$ cat src/rtl/pipe_stall_ctrl.sv
// Stall/flush sequencer for the 5-stage pipeline: load-use bubble insertion and D-cache miss freeze.
// Optional stall-cycle counter output enabled by defining PIPE_STALL_CNT_EN.
module pipe_stall_ctrl #(
  parameter int unsigned FILL_CYCLES = 1
`ifdef PIPE_STALL_CNT_EN
  ,
  parameter int unsigned CNT_W       = 32
`endif
) (
  input  logic             clk_i,
  input  logic             rst_i,
  input  logic             idex_memRead_i,
  input  logic [4:0]       idex_rd_i,
  input  logic [4:0]       ifid_rs_i,
  input  logic [4:0]       ifid_rt_i,
  input  logic             dmem_access_i,
  input  logic             dmem_hit_i,
  input  logic             mem_ack_i,
  output logic             mem_req_o,
  output logic             pc_stall_o,
  output logic             ifid_stall_o,
  output logic             idex_stall_o,
  output logic             idex_flush_o,
  output logic             exmem_stall_o,
  output logic             memwb_stall_o,
`ifdef PIPE_STALL_CNT_EN
  output logic [CNT_W-1:0] stall_cnt_o,
`endif
  output logic             busy_o
);

  localparam int unsigned FillW = 4;
  localparam logic [FillW-1:0] FillLoad = FillW'(FILL_CYCLES - 1);

  typedef enum logic [1:0] {
    StIdle = 2'd0,
    StReq  = 2'd1,
    StFill = 2'd2
  } state_e;

  state_e           state_q, state_d;
  logic [FillW-1:0] fill_cnt_q, fill_cnt_d;
  logic             mem_req_q, mem_req_d;

  logic lu;
  logic miss;
  logic freeze;

  assign lu = idex_memRead_i && (idex_rd_i != 5'd0) &&
              ((idex_rd_i == ifid_rs_i) || (idex_rd_i == ifid_rt_i));
  assign miss = dmem_access_i && !dmem_hit_i;

  // A miss seen in IDLE freezes the pipe in the same cycle, before the FSM leaves IDLE.
  assign freeze = (state_q != StIdle) || miss;

  always_comb begin
    state_d    = state_q;
    fill_cnt_d = fill_cnt_q;
    mem_req_d  = mem_req_q;
    unique case (state_q)
      StIdle: begin
        if (miss) begin
          state_d   = StReq;
          mem_req_d = 1'b1;
        end
      end
      StReq: begin
        if (mem_ack_i) begin
          state_d    = StFill;
          mem_req_d  = 1'b0;
          fill_cnt_d = FillLoad;
        end
      end
      StFill: begin
        if (fill_cnt_q == '0) begin
          state_d = StIdle;
        end else begin
          fill_cnt_d = fill_cnt_q - 1'b1;
        end
      end
      default: begin
        state_d    = StIdle;
        mem_req_d  = 1'b0;
        fill_cnt_d = '0;
      end
    endcase
  end

  always_ff @(posedge clk_i or negedge rst_i) begin
    if (!rst_i) begin
      state_q    <= StIdle;
      fill_cnt_q <= '0;
      mem_req_q  <= 1'b0;
    end else begin
      state_q    <= state_d;
      fill_cnt_q <= fill_cnt_d;
      mem_req_q  <= mem_req_d;
    end
  end

  // Stall outputs are gated by reset so a live miss input cannot leak through while in reset.
  always_comb begin
    pc_stall_o    = 1'b0;
    ifid_stall_o  = 1'b0;
    idex_stall_o  = 1'b0;
    idex_flush_o  = 1'b0;
    exmem_stall_o = 1'b0;
    memwb_stall_o = 1'b0;
    if (rst_i) begin
      if (freeze) begin
        pc_stall_o    = 1'b1;
        ifid_stall_o  = 1'b1;
        idex_stall_o  = 1'b1;
        exmem_stall_o = 1'b1;
        memwb_stall_o = 1'b1;
      end else if (lu) begin
        pc_stall_o   = 1'b1;
        ifid_stall_o = 1'b1;
        idex_flush_o = 1'b1;
      end
    end
  end

  assign mem_req_o = mem_req_q;
  assign busy_o    = (state_q != StIdle);

`ifdef PIPE_STALL_CNT_EN
  logic [CNT_W-1:0] stall_cnt_q, stall_cnt_d;

  always_comb begin
    stall_cnt_d = stall_cnt_q;
    if (pc_stall_o && (stall_cnt_q != {CNT_W{1'b1}})) begin
      stall_cnt_d = stall_cnt_q + {{(CNT_W-1){1'b0}}, 1'b1};
    end
  end

  always_ff @(posedge clk_i or negedge rst_i) begin
    if (!rst_i) begin
      stall_cnt_q <= '0;
    end else begin
      stall_cnt_q <= stall_cnt_d;
    end
  end

  assign stall_cnt_o = stall_cnt_q;
`endif

endmodule
$ cat config.mk
export PLATFORM = sky130hd
export DESIGN_NAME = pipe_stall_ctrl
export DESIGN_NICKNAME = d
export VERILOG_FILES = /design/src/rtl/pipe_stall_ctrl.sv
export SDC_FILE = /design/constraint.sdc
export NUM_CORES = 1
export LEC_CHECK = 0
export CORE_MARGIN = 2
export CORE_UTILIZATION = 37
export DETAILED_ROUTE_END_ITERATION = 10
export PLACE_DENSITY = 0.73
export SLEW_MARGIN = 20
export SYNTH_ARGS = -nofsm -noshare
export SYNTH_HDL_FRONTEND = slang
export SYNTH_SLANG_ARGS = --single-unit
$ cat constraint.sdc
create_clock -name clk_i -period 2 [get_ports clk_i]
set_clock_uncertainty 0.05 [all_clocks]
set_input_delay 0.3 -clock clk_i [delete_from_list [all_inputs] [get_ports clk_i]]
set_output_delay 0.3 -clock clk_i [all_outputs]
set_load 0.05 [all_outputs]
# Word level (Yosys, flattened, before mapping)
# Cells that the tools add are included.
# W data, S select, Z words.
# classes
n_addsub	1
eq_ne	8
n_mux	17
bitwise	2
reduce_logical	13
# op_table
op	n
$pmux W4 S3	1
$eq A5 B5 Y1	2
$mux W1	9
$reduce_and A3 Y1	3
$mux W4	2
$ne A2 B2 Y1 const B	4
$mux W2	3
$pmux W2 S3	1
$reduce_bool A5 Y1	1
$logic_not A4 Y1	1
$sub A4 B1 Y4 const B	1
$logic_and A1 B1 Y1	3
$pmux W1 S3	1
$eq A2 B1 Y1 const B	1
$eq A2 B2 Y1 const B	1
$logic_not A2 Y1	1
$logic_or A1 B1 Y1	2
$not A1 Y1	2
$reduce_bool A2 Y1	1
$logic_not A1 Y1	1
# totals
reg_bits	7
inputBits	21

# Longest topological paths before layout
# logic_depth
word_depth	6
mapped_depth	6
depth_no_buf	6

# Least setup slack after synthesis
# Ideal clock, no wire load.
# synth_path
kind	reg-to-output
startpoint	reg state_q[1]
endpoint	out pc_stall_o
arrival_time_ps	2339
t_required_ps	1650
path_slack_ps	-689
stages_incl_launch_ff	6
path_buffers	1
path_cell_list	dfrtp_1 or2_1 nand2b_1 and2_1 o21bai_1 buf_4
# synth_between
elab_chain_cells	4
# synth_rtl
item	line_no	rtl
start: declaration	41	state_e state_q, state_d;
start signal: assignment	91	state_q <= StIdle;
start signal: assignment	95	state_q <= state_d;
$reduce_bool A2 Y1	n/a	
named net busy_o	29	output logic busy_o
$logic_or A1 B1 Y1	54	assign freeze = (state_q != StIdle) || miss;
$mux W1	110	if (freeze) begin
$mux W1	109	if (rst_i) begin
end: declaration	20	output logic pc_stall_o,
# The timed path passes the listed nets, and every way through them passes these cells.

# Worst setup path in the final report
# layout_path
startpoint	in idex_rd_i[2]
endpoint	out pc_stall_o
# layout_between
elab_chain_cells	6
# layout_rtl
item	line_no	rtl
start: declaration	13	input logic [4:0] idex_rd_i,
$eq A5 B5 Y1 / $reduce_bool A5 Y1 (equally long branches)	50, 49	
$logic_or A1 B1 Y1 / $logic_and A1 B1 Y1 (equally long branches)	50, 49	
$logic_and A1 B1 Y1 *	49	assign lu = idex_memRead_i && (idex_rd_i != 5'd0) &&
$mux W1 *	116	end else if (lu) begin
$mux W1 *	110	
$mux W1 *	109	
# Mark *: on every way between the ends. The rest lies on a longest branch, timed or not.

==> run metrics <==
CORE AREA between 1000 and 1500 µm²; H-tree lvl count 1; DP Wirelength around 1200 µm; worst path cell trace dlygate4sd2_1, or4_4, o211ai_4, o21bai_4, buf_6; Ant. Diodes 0; most frequent cells in the layout clkdlybuf4s50_1, xor2_1, buf_4, dfrtp_1; Crit Path Class in -> out; sequential cell area fraction in the yosys report 0.3189; Period minus WS final 1961 ps; Synth Register Bits 7; DRC 0; DRT Pass-1 Iters 4; fillers between 100 and 150; CP top delay family simple AND/OR/NAND/NOR gates; Clock Pin Slew Worst Setup and Hold Paths 50 ps; CP Data Arrival Time 1610 ps; cts bufs inserted 3; Post-Route WL 1525 µm; pre-CTS WS -169.5 ps; GP Congestion approximately 0.87; Wirelength per Cell 13.26 µm; worst skew pair latency 250 ps; worst-margin pin slew 486.6 ps; vias about 570; Sequential Area 176.4 µm²; row cnt 13; Slew HR 0.6746; power density over the cells 1160 nW/µm²; Mean Syn Cell Area 8.450 µm²; Hold Vio Cnt, Final 0; status finished, final reports clean; placed cell count approximately 110; Final Core Density 0.7247; WP data required 1650 ps; post-detailed-route count of antenna-violating nets 0; syn nets between 80 and 90; layout cells sized above 1 0.2700; # clock sinks 7; Area Overhead vs Synth 78.13%; setup ws final between 30 and 40 ps; most common cell after layout, fill and taps aside clkdlybuf4s50_1; CP bufs+invs 2; setup violators final 0; Initial Utilization 0.4069; max incr delay on CP 540 ps; CTS max path bufs 2; cell count after synthesis 65; Startpoint Class primary input; CTS Hold Buffers Added 0; die height 42.53 µm; first-pass GRT wire length 2587 µm; Final Power about 1.1 mW; Peak VDD IR 0.6967 mV; max_cap viols 0; grt ovf 0; die width 42.53 µm; Synth Warn # 0; CTS tree yes; Ports 29; area of the mapped netlist 549.3 µm²; Root Driver clkbuf_4; vias in the first global route ~560; Final period util 0.9804; PortBufs 28; leakage 0.4446 nW; Slew Viols, Final 0; Fmax 510.0 MHz; nets@finish 124; Netlist cell types 25; Multi-input gate area 375.4 µm²; hold crit path type in -> async; Worst setup EP type output port; non-filler cells, final 115; largest net degree at the start of global routing 11; vias per cell a little under 5; initial antenna violation count 0; CP max-delay cell or4_4; final hold slack between 400 and 500 ps; DRT iter0 DRCs 4; worst-path maximum fanout 3; Die ar. ~1800 µm²; All-Layer GR Usage 0.1927
power by group:
part           internal (mW)  switching [mW]
Combinational          0.345           0.418
Clock                 0.0759          0.0495
Sequential             0.200          0.0463
Total                  0.621           0.514
worst register-to-register path: stages (launching register included):
cell     delay, ps
dfrtp_1        380
inv_1           70
ha_1           200
nor3b_1        150
nor4_1         320
o21ai_1        110
a22o_1         240
final cells by class:
class	instances	share of cell area
Multi-Input combinational cell	49	0.3836
Timing Repair Buffer	35	0.3708
Sequential cell	7	0.1803
Clock buffer	4	0.02685
Inverter	5	0.01918
Tap cell	15	0.01918
layer usage:
metal,vias up,track usage,part of all wire
met1,249,0.2454,0.47
li1,289,-,-
met2,29,0.3200,0.46
met3,4,0.03879,0.054
met5,-,0,0
met4,0,0.06875,0.015
sequential cells by signal, indices dropped and copies added, names as in the netlist:
| signal | flops |
|---|---|
| fill_cnt_q | 4 |
| mem_req_o | 1 |
| state_q | 2 |
through the flow:
step | cell area, µm² | setup TNS [ps]
floorplan | 574.3 | 0
global placement | 892.1 | -400.1
detailed placement | 892.1 | -494.2
CTS | 945.9 | 0
global route | 978.4 | -49.10
finish | 978.4 | 0
worst paths after layout:
path | startpoint | to | slack [ps] | cells after the start
min | rst_i | mem_req_o | 440 | 2
max in group asynchronous | rst_i | state_q[1] | 1320 | 2
max | idex_rd_i[2] | pc_stall_o | 40 | 5
min reg2reg | fill_cnt_q[1] | fill_cnt_q[1] | 470 | 2
min in group clk_i | fill_cnt_q[1] | fill_cnt_q[1] | 470 | 2
max reg2reg | fill_cnt_q[0] | fill_cnt_q[3] | 370 | 6
cells by family (layout without fill, tap and decap cells):
| kind of cell | after synthesis | after routing | synth area share |
|---|---|---|---|
| DFF | 7 | 7 | 0.3189 |
| AOI/OAI and AO/OA | 15 | 15 | 0.1800 |
| and+or+nand+nor | 22 | 22 | 0.2119 |
| xor gates and xnor gates | 10 | 10 | 0.1594 |
| buffers and inverters | 9 | 44 | 0.08427 |
| adders and majority gates | 2 | 2 | 0.04555 |
cells in the mapped netlist:
library cell / number / area, µm²
a22o_1: 1 / 8.760
xor2_1: 10 / 87.58
o22ai_1: 1 / 6.260
dfrtp_1: 7 / 175.2
nand2b_1: 3 / 18.77
a21o_1: 1 / 7.510
o21bai_1: 1 / 7.510
a21oi_1: 2 / 10.01
o21ai_1: 1 / 5.000
and2_1: 1 / 6.260
inv_1: 5 / 18.77
ha_1: 2 / 25.02
nor3b_1: 2 / 15.01
buf_2: 1 / 5.000
o21ai_0: 5 / 25.02
o41ai_1: 1 / 8.760
or2_1: 1 / 6.260
o211ai_2: 1 / 12.51
nor2_1: 5 / 18.77
buf_4: 3 / 22.52
or4_4: 1 / 11.26
a22oi_1: 1 / 7.510
nand2_1: 5 / 18.77
nor4_1: 1 / 6.260
nor3_1: 3 / 15.01
what timing repair did:
action                                  CTS  global route
endpoints found under the setup margin    3             3
gates resized for setup                  11             4
buffers inserted                          1             2
pin swaps                                 3             5
Power figures use the tool's default switching activity.
